## config.mk

```make
export PLATFORM = sky130hd
export DESIGN_NAME = result_addr_wsel
export DESIGN_NICKNAME = d
export VERILOG_FILES = /design/src/rtl/result_addr_wsel.sv
export SDC_FILE = /design/constraint.sdc
export NUM_CORES = 1
export LEC_CHECK = 0
export CORE_MARGIN = 2
export CORE_UTILIZATION = 45
export DETAILED_ROUTE_END_ITERATION = 10
export GPL_TIMING_DRIVEN = 1
export PLACE_DENSITY = 0.78
export SLEW_MARGIN = 20
export SYNTH_ARGS = -nofsm -noshare
export SYNTH_HDL_FRONTEND = slang
export SYNTH_SLANG_ARGS = --single-unit
```

## constraint.sdc

```tcl
create_clock -name clk -period 2.1 [get_ports clk]
set_input_delay 0.42 -clock clk [delete_from_list [all_inputs] [get_ports clk]]
set_output_delay 0.42 -clock clk [all_outputs]
set_load 0.01 [all_outputs]
```

## src/rtl/result_addr_wsel.sv

```systemverilog
// result_addr_wsel
// Write-side address generator for the systolic array result path. A single
// start pulse launches a drain; each of the 8 column groups gets its own
// write enable and de-skewed address (0..NUM_WORDS-1), offset by
// DRAIN_LAT + g*GROUP_SKEW cycles. hold freezes all progress.
//
// Ports:
//   clk, rst              clock, synchronous active-high reset
//   start                 one-cycle drain request (ignored unless idle)
//   hold                  array stall, freezes progress while high
//   busy                  drain in progress
//   done                  one-cycle pulse coincident with the final write
//   sram_wen_a0..a7       per-group write enable
//   sram_waddr_a0..a7     per-group 10-bit write address
module result_addr_wsel #(
    parameter int DRAIN_LAT  = 32,
    parameter int GROUP_SKEW = 4,
    parameter int NUM_WORDS  = 99,
    parameter int IDLE_ADDR  = 127
) (
    input  logic       clk,
    input  logic       rst,
    input  logic       start,
    input  logic       hold,
    output logic       busy,
    output logic       done,
    output logic       sram_wen_a0,
    output logic       sram_wen_a1,
    output logic       sram_wen_a2,
    output logic       sram_wen_a3,
    output logic       sram_wen_a4,
    output logic       sram_wen_a5,
    output logic       sram_wen_a6,
    output logic       sram_wen_a7,
    output logic [9:0] sram_waddr_a0,
    output logic [9:0] sram_waddr_a1,
    output logic [9:0] sram_waddr_a2,
    output logic [9:0] sram_waddr_a3,
    output logic [9:0] sram_waddr_a4,
    output logic [9:0] sram_waddr_a5,
    output logic [9:0] sram_waddr_a6,
    output logic [9:0] sram_waddr_a7
);

    localparam int          NUM_GROUPS = 8;
    localparam int          END_CNT    = DRAIN_LAT + (NUM_GROUPS-1)*GROUP_SKEW + NUM_WORDS - 1;
    localparam logic [7:0]  END_CNT8   = 8'(END_CNT);
    localparam logic [9:0]  IDLE_A10   = 10'(IDLE_ADDR);
    localparam logic signed [10:0] LAST_OFF = 11'(NUM_WORDS - 1);

    typedef enum logic {IDLE, RUN} state_t;

    state_t                            state_q, state_d;
    logic [7:0]                        cnt_q, cnt_d;
    logic                              busy_q, busy_d;
    logic                              done_q, done_d;
    logic [NUM_GROUPS-1:0]             wen_q, wen_d;
    logic [NUM_GROUPS-1:0][9:0]        waddr_q, waddr_d;
    logic [NUM_GROUPS-1:0]             in_win;
    logic signed [NUM_GROUPS-1:0][10:0] off;

    // Per-group offset into its own write window; signed so that groups
    // still waiting on their skew see a negative value.
    for (genvar g = 0; g < NUM_GROUPS; g++) begin : g_off
        localparam logic signed [10:0] GRP_OFS = 11'(DRAIN_LAT + g*GROUP_SKEW);
        assign off[g]    = $signed({3'b000, cnt_q}) - GRP_OFS;
        assign in_win[g] = (off[g] >= 0) && (off[g] <= LAST_OFF);
    end

    always_comb begin
        state_d = state_q;
        cnt_d   = cnt_q;
        done_d  = 1'b0;
        case (state_q)
            IDLE: if (start) begin
                state_d = RUN;
                cnt_d   = '0;
            end
            RUN: if (!hold) begin
                if (cnt_q == END_CNT8) begin
                    state_d = IDLE;
                    done_d  = 1'b1;
                end else begin
                    cnt_d = cnt_q + 8'd1;
                end
            end
            default: state_d = IDLE;
        endcase
        // busy lives in the output stage (one cycle behind cnt), so it stays
        // high through the done cycle and drops on the edge after it.
        busy_d = (state_q == RUN);
    end

    always_comb begin
        wen_d   = '0;
        waddr_d = waddr_q;
        for (int g = 0; g < NUM_GROUPS; g++) begin
            // A stall in RUN freezes addresses so nothing is skipped or repeated.
            if (!(state_q == RUN && hold)) begin
                if (state_q == RUN && in_win[g]) begin
                    wen_d[g]   = 1'b1;
                    waddr_d[g] = off[g][9:0];
                end else begin
                    waddr_d[g] = IDLE_A10;
                end
            end
        end
    end

    always_ff @(posedge clk) begin
        if (rst) begin
            state_q <= IDLE;
            cnt_q   <= '0;
            busy_q  <= 1'b0;
            done_q  <= 1'b0;
            wen_q   <= '0;
            waddr_q <= {NUM_GROUPS{IDLE_A10}};
        end else begin
            state_q <= state_d;
            cnt_q   <= cnt_d;
            busy_q  <= busy_d;
            done_q  <= done_d;
            wen_q   <= wen_d;
            waddr_q <= waddr_d;
        end
    end

    assign busy          = busy_q;
    assign done          = done_q;
    assign sram_wen_a0   = wen_q[0];
    assign sram_wen_a1   = wen_q[1];
    assign sram_wen_a2   = wen_q[2];
    assign sram_wen_a3   = wen_q[3];
    assign sram_wen_a4   = wen_q[4];
    assign sram_wen_a5   = wen_q[5];
    assign sram_wen_a6   = wen_q[6];
    assign sram_wen_a7   = wen_q[7];
    assign sram_waddr_a0 = waddr_q[0];
    assign sram_waddr_a1 = waddr_q[1];
    assign sram_waddr_a2 = waddr_q[2];
    assign sram_waddr_a3 = waddr_q[3];
    assign sram_waddr_a4 = waddr_q[4];
    assign sram_waddr_a5 = waddr_q[5];
    assign sram_waddr_a6 = waddr_q[6];
    assign sram_waddr_a7 = waddr_q[7];

endmodule
```

==> run summary <==
The first detailed-routing pass ran for 5 iterations. The deepest clock path buffer count is 2. The count of nets left with antenna violations after detail routing is 0.

At the end of the flow the core is filled with cells to 0.630. The clock skew after layout came out at 0.00570 ns. Measured along the x axis, the die boundary spans 99.9 um. The largest net degree at the start of global routing came out at 48. The length of routed met2 wiring came out at 5480 um. For this configuration, the core starts out at a cell density of 0.457. The number of DRC violations after detailed routing came out at 0. The required time reported for the critical path endpoint came out at about 2.4 ns. The maximum clock rate came out at roughly 500 MHz. The via count of the first global-routing pass came to around 3700. The number of H-tree levels came out at 3. The static leakage is 2.10 nW. By count the netlist is led by sky130_fd_sc_hd__dfxtp_1, sky130_fd_sc_hd__nor2_1, sky130_fd_sc_hd__a21oi_1. The number of I/O port buffers came out at 93. The number of unique standard cell types used by synthesis is 60.

The cell count after synthesis came out at ~440. The number of top-level design ports came out at 94. After layout, the minimum clock period comes to 2.02 ns. The global-route wire length before repair is 18000 um. The endpoint identified for the worst register-to-register timing path is sram_waddr_a1[4]. The beginning of the worst hold path is sram_waddr_a7[7]. The final antenna diode count is 0. Counting the buffers created by CTS gives 9. The met1 layer wirelength in the final routing is 4760 um. STA classifies the critical path endpoint as a flip-flop. The number of nets in the synthesized netlist came out at 466.

In this run the vertical extent of the chip is 99.9 um. For this design, the CTS-stage hold fixing added 0 buffers. After detailed routing, the number of vias per cell comes to 5.38. The die covers 9980 um2.

Setup repair after global routing could not meet its margin everywhere. The final weighted congestion in routability-driven placement came out at 0.986. The layout-stage area growth over the synthesis result came out at 37.9%. The fraction of synthesis flops using an asynchronous set or reset pin came out at 0. The number of warnings reported in the yosys synthesis log came out at 0. Global routing finished with a remaining overflow of 0.

In the synthesized netlist the dominant register cell turns out to be sky130_fd_sc_hd__dfxtp_1. The post-placement setup slack is 0.00118 ns. The clock-pin transition on the worst setup and hold timing paths came out at 0.09 ns. The final-stage net count came out at 602. The detailed router placed ~3700 vias in this run. The max-slew violation total from the final report came to 0.

By instance count, the leading cell after synthesis is sky130_fd_sc_hd__dfxtp_1. The TritonCTS clock tree is done. The number of antenna violations at the first check in global routing came to 0. In this run the critical register-to-register path is launched from cnt_q[3]. The count of cells along the worst hold path is 1.

The synthesized design contains 91 register bits. The max-slew headroom at the worst pin is 0.686. The worst-case IR drop observed on VDD is 294 uV. The count of final setup violators is 0.

The DRC marker count from the first detailed-route iteration came out at between 200 and 250. The cell area that synthesis handed to floorplanning was a little over 4000 um2. In the post-synthesis netlist, the biggest area contributors are sky130_fd_sc_hd__dfxtp_1, sky130_fd_sc_hd__ha_1, sky130_fd_sc_hd__nor2_1. The final hold violation count is 0. Dividing total power by cell area gives a power density of ~500 nW/um2.

The total number of placement rows is 35. The number of buffers inserted to repair setup after CTS came out at 0. The detailed router used layers up to and including met4.

The slack of the worst reg-to-reg path came out at 0.08 ns. In this run the worst path has a maximum fanout of 7. Of the synthesized area, sequential elements account for 0.440. The data arrival time of the critical path is 2.33 ns. Summing all non-filler instances in the final layout gives an area of 5710 um2.

The instance area after placement came out at 5500 um2. The global-route usage over all layers is 0.229. The synthesized design contains 0 enable-type register cells.

The CTS root buffer is sky130_fd_sc_hd__clkbuf_8. The final worst-path cycle share came out at 0.962. The min-delay analysis places its worst path in the category flip-flop to flip-flop.

Counting every sink on the clock net gives slightly above 90. The cell taking the most area after synthesis is sky130_fd_sc_hd__dfxtp_1. Summed over all layers, the routed wires come to 11200 um.

The run finished with clean final reports. The met3 wire length came out at 637 um. The mean instance size in the synthesized netlist came out at between 9 and 10 um2. Power comes to 2.89 mW. Detailed placement finished with a half-perimeter wire length of approximately 8400 um. The max-capacitance violation count is 0.

The sink of the worst hold path is sram_waddr_a7[7]. The worst path setup slack after routing came out at 0.0806 ns. The routed wirelength normalized by instance count is 16.1 um.

Counting cells, the worst reg-to-reg path comes to 7. The share of synthesized area in the top cell type comes to 0.440. The insertion delay to the later sink of the worst-skew pair came out at approximately 0.36 ns. The share of post-route cells with drive strength above 1 came out at 0.204.

The core region area came out at 9060 um2. The worst setup path category is flip-flop to flip-flop. The worst setup path is launched from a flip-flop. For the pin with the worst max-slew slack, the measured transition is 0.471 ns.
[metal layers]
metal	GRT usage	up-vias
met1	0.293	1782
met2	0.380	134
li1	-	1793
met4	0.106	0
met3	0.0376	27
met5	0	-
[layout make-up]
| class | instances | area, um2 |
|---|---|---|
| fill | 775 | 3350 |
| multi-input combinational | 303 | 2070 |
| sequential | 91 | 1820 |
| timing repair buffer | 161 | 1470 |
| tap | 111 | 139 |
| clock buffer | 10 | 128 |
| inverter | 12 | 45.0 |
| clock inverter | 6 | 40.0 |
[repair_timing]
action | in CTS | in global routing
endpoints found under the setup margin | 4 | 21
hold endpoints to repair | 0 | 0
pin swaps | 0 | 1
resized for setup | 1 | 9
cloned | 0 | 0
[where the power goes]
group	total (mW)	internal [mW]	switching [mW]	leakage, nW
Clock	1.06	0.433	0.627	0.0868
Combinational	0.0912	0.0349	0.0563	1.28
Sequential	1.74	1.73	0.00805	0.736
Total	2.89	2.20	0.692	2.10
[worst max path at each step]
stage | startpoint | endpoint | slack, ns | cells past startpoint
after floorplan | cnt_q[4] | sram_waddr_a3[5] | 0.05 | 8
after global placement | cnt_q[3] | sram_waddr_a5[3] | -0.05 | 7
after detailed placement | cnt_q[3] | sram_waddr_a1[4] | 0.001 | 7
after CTS | cnt_q[3] | sram_waddr_a1[4] | 0.06 | 7
after global routing | cnt_q[3] | sram_waddr_a1[3] | -0.03 | 7
final | cnt_q[3] | sram_waddr_a1[4] | 0.08 | 7
[sequential cells by signal, indices dropped and copies added (netlist names)]
| register | count |
|---|---|
| sram_waddr_a1 | 9 |
| sram_waddr_a4 | 9 |
| sram_waddr_a0 | 9 |
| busy | 1 |
| sram_waddr_a5 | 9 |
| cnt_q | 8 |
| sram_waddr_a2 | 9 |
| sram_waddr_a3 | 9 |
| busy_d | 1 |
| sram_waddr_a7 | 9 |
| done | 1 |
| sram_waddr_a6 | 9 |
| wen_q | 8 |
[metrics by stage]
step                hold WS (ns)  std cells  TNS [ns]
floorplan                  0.489        442         0
global placement           0.443        678    -0.143
detailed placement         0.445        678         0
CTS                        0.470        694         0
global route               0.482        694    -0.116
finish                     0.467        694         0
[layout by cell type (no fill, tap or decap), drive strengths merged, types with 4 or more instances in the layout]
cell,instances
clkdlybuf4s50,93
dfxtp,91
buf,68
nor2,60
a21oi,38
nand2,26
ha,20
and2,19
o21ai,19
inv,14
xnor2,13
o32a,12
nor2b,12
clkbuf,10
nor3,9
a31oi,8
nand2b,8
o211ai,5
nand4,5
nand3,5
nor4,5
xor2,4
[cells by family (layout without fill, tap and decap cells)]
family,Yosys count,after routing,share of synthesized area
AO/OA/AOI/OAI,108,108,0.199
XOR/XNOR,17,17,0.0396
adder cells (fa/ha/maj),20,20,0.0604
buffers and inverters,48,189,0.0707
flip-flops,91,91,0.440
multiplexers,1,1,0.00272
AND/OR/NAND/NOR,157,157,0.188
[critical path, stage by stage (launching register included)]
cell and delay, ns:
sky130_fd_sc_hd__dfxtp_1 0.32, sky130_fd_sc_hd__inv_1 0.27, sky130_fd_sc_hd__ha_1 0.26, sky130_fd_sc_hd__a21bo_2 0.27, sky130_fd_sc_hd__xnor2_1 0.26, sky130_fd_sc_hd__o31ai_1 0.15, sky130_fd_sc_hd__o21ai_2 0.26, sky130_fd_sc_hd__o32a_1 0.18
No activity file was read; power rests on OpenSTA's default activity.
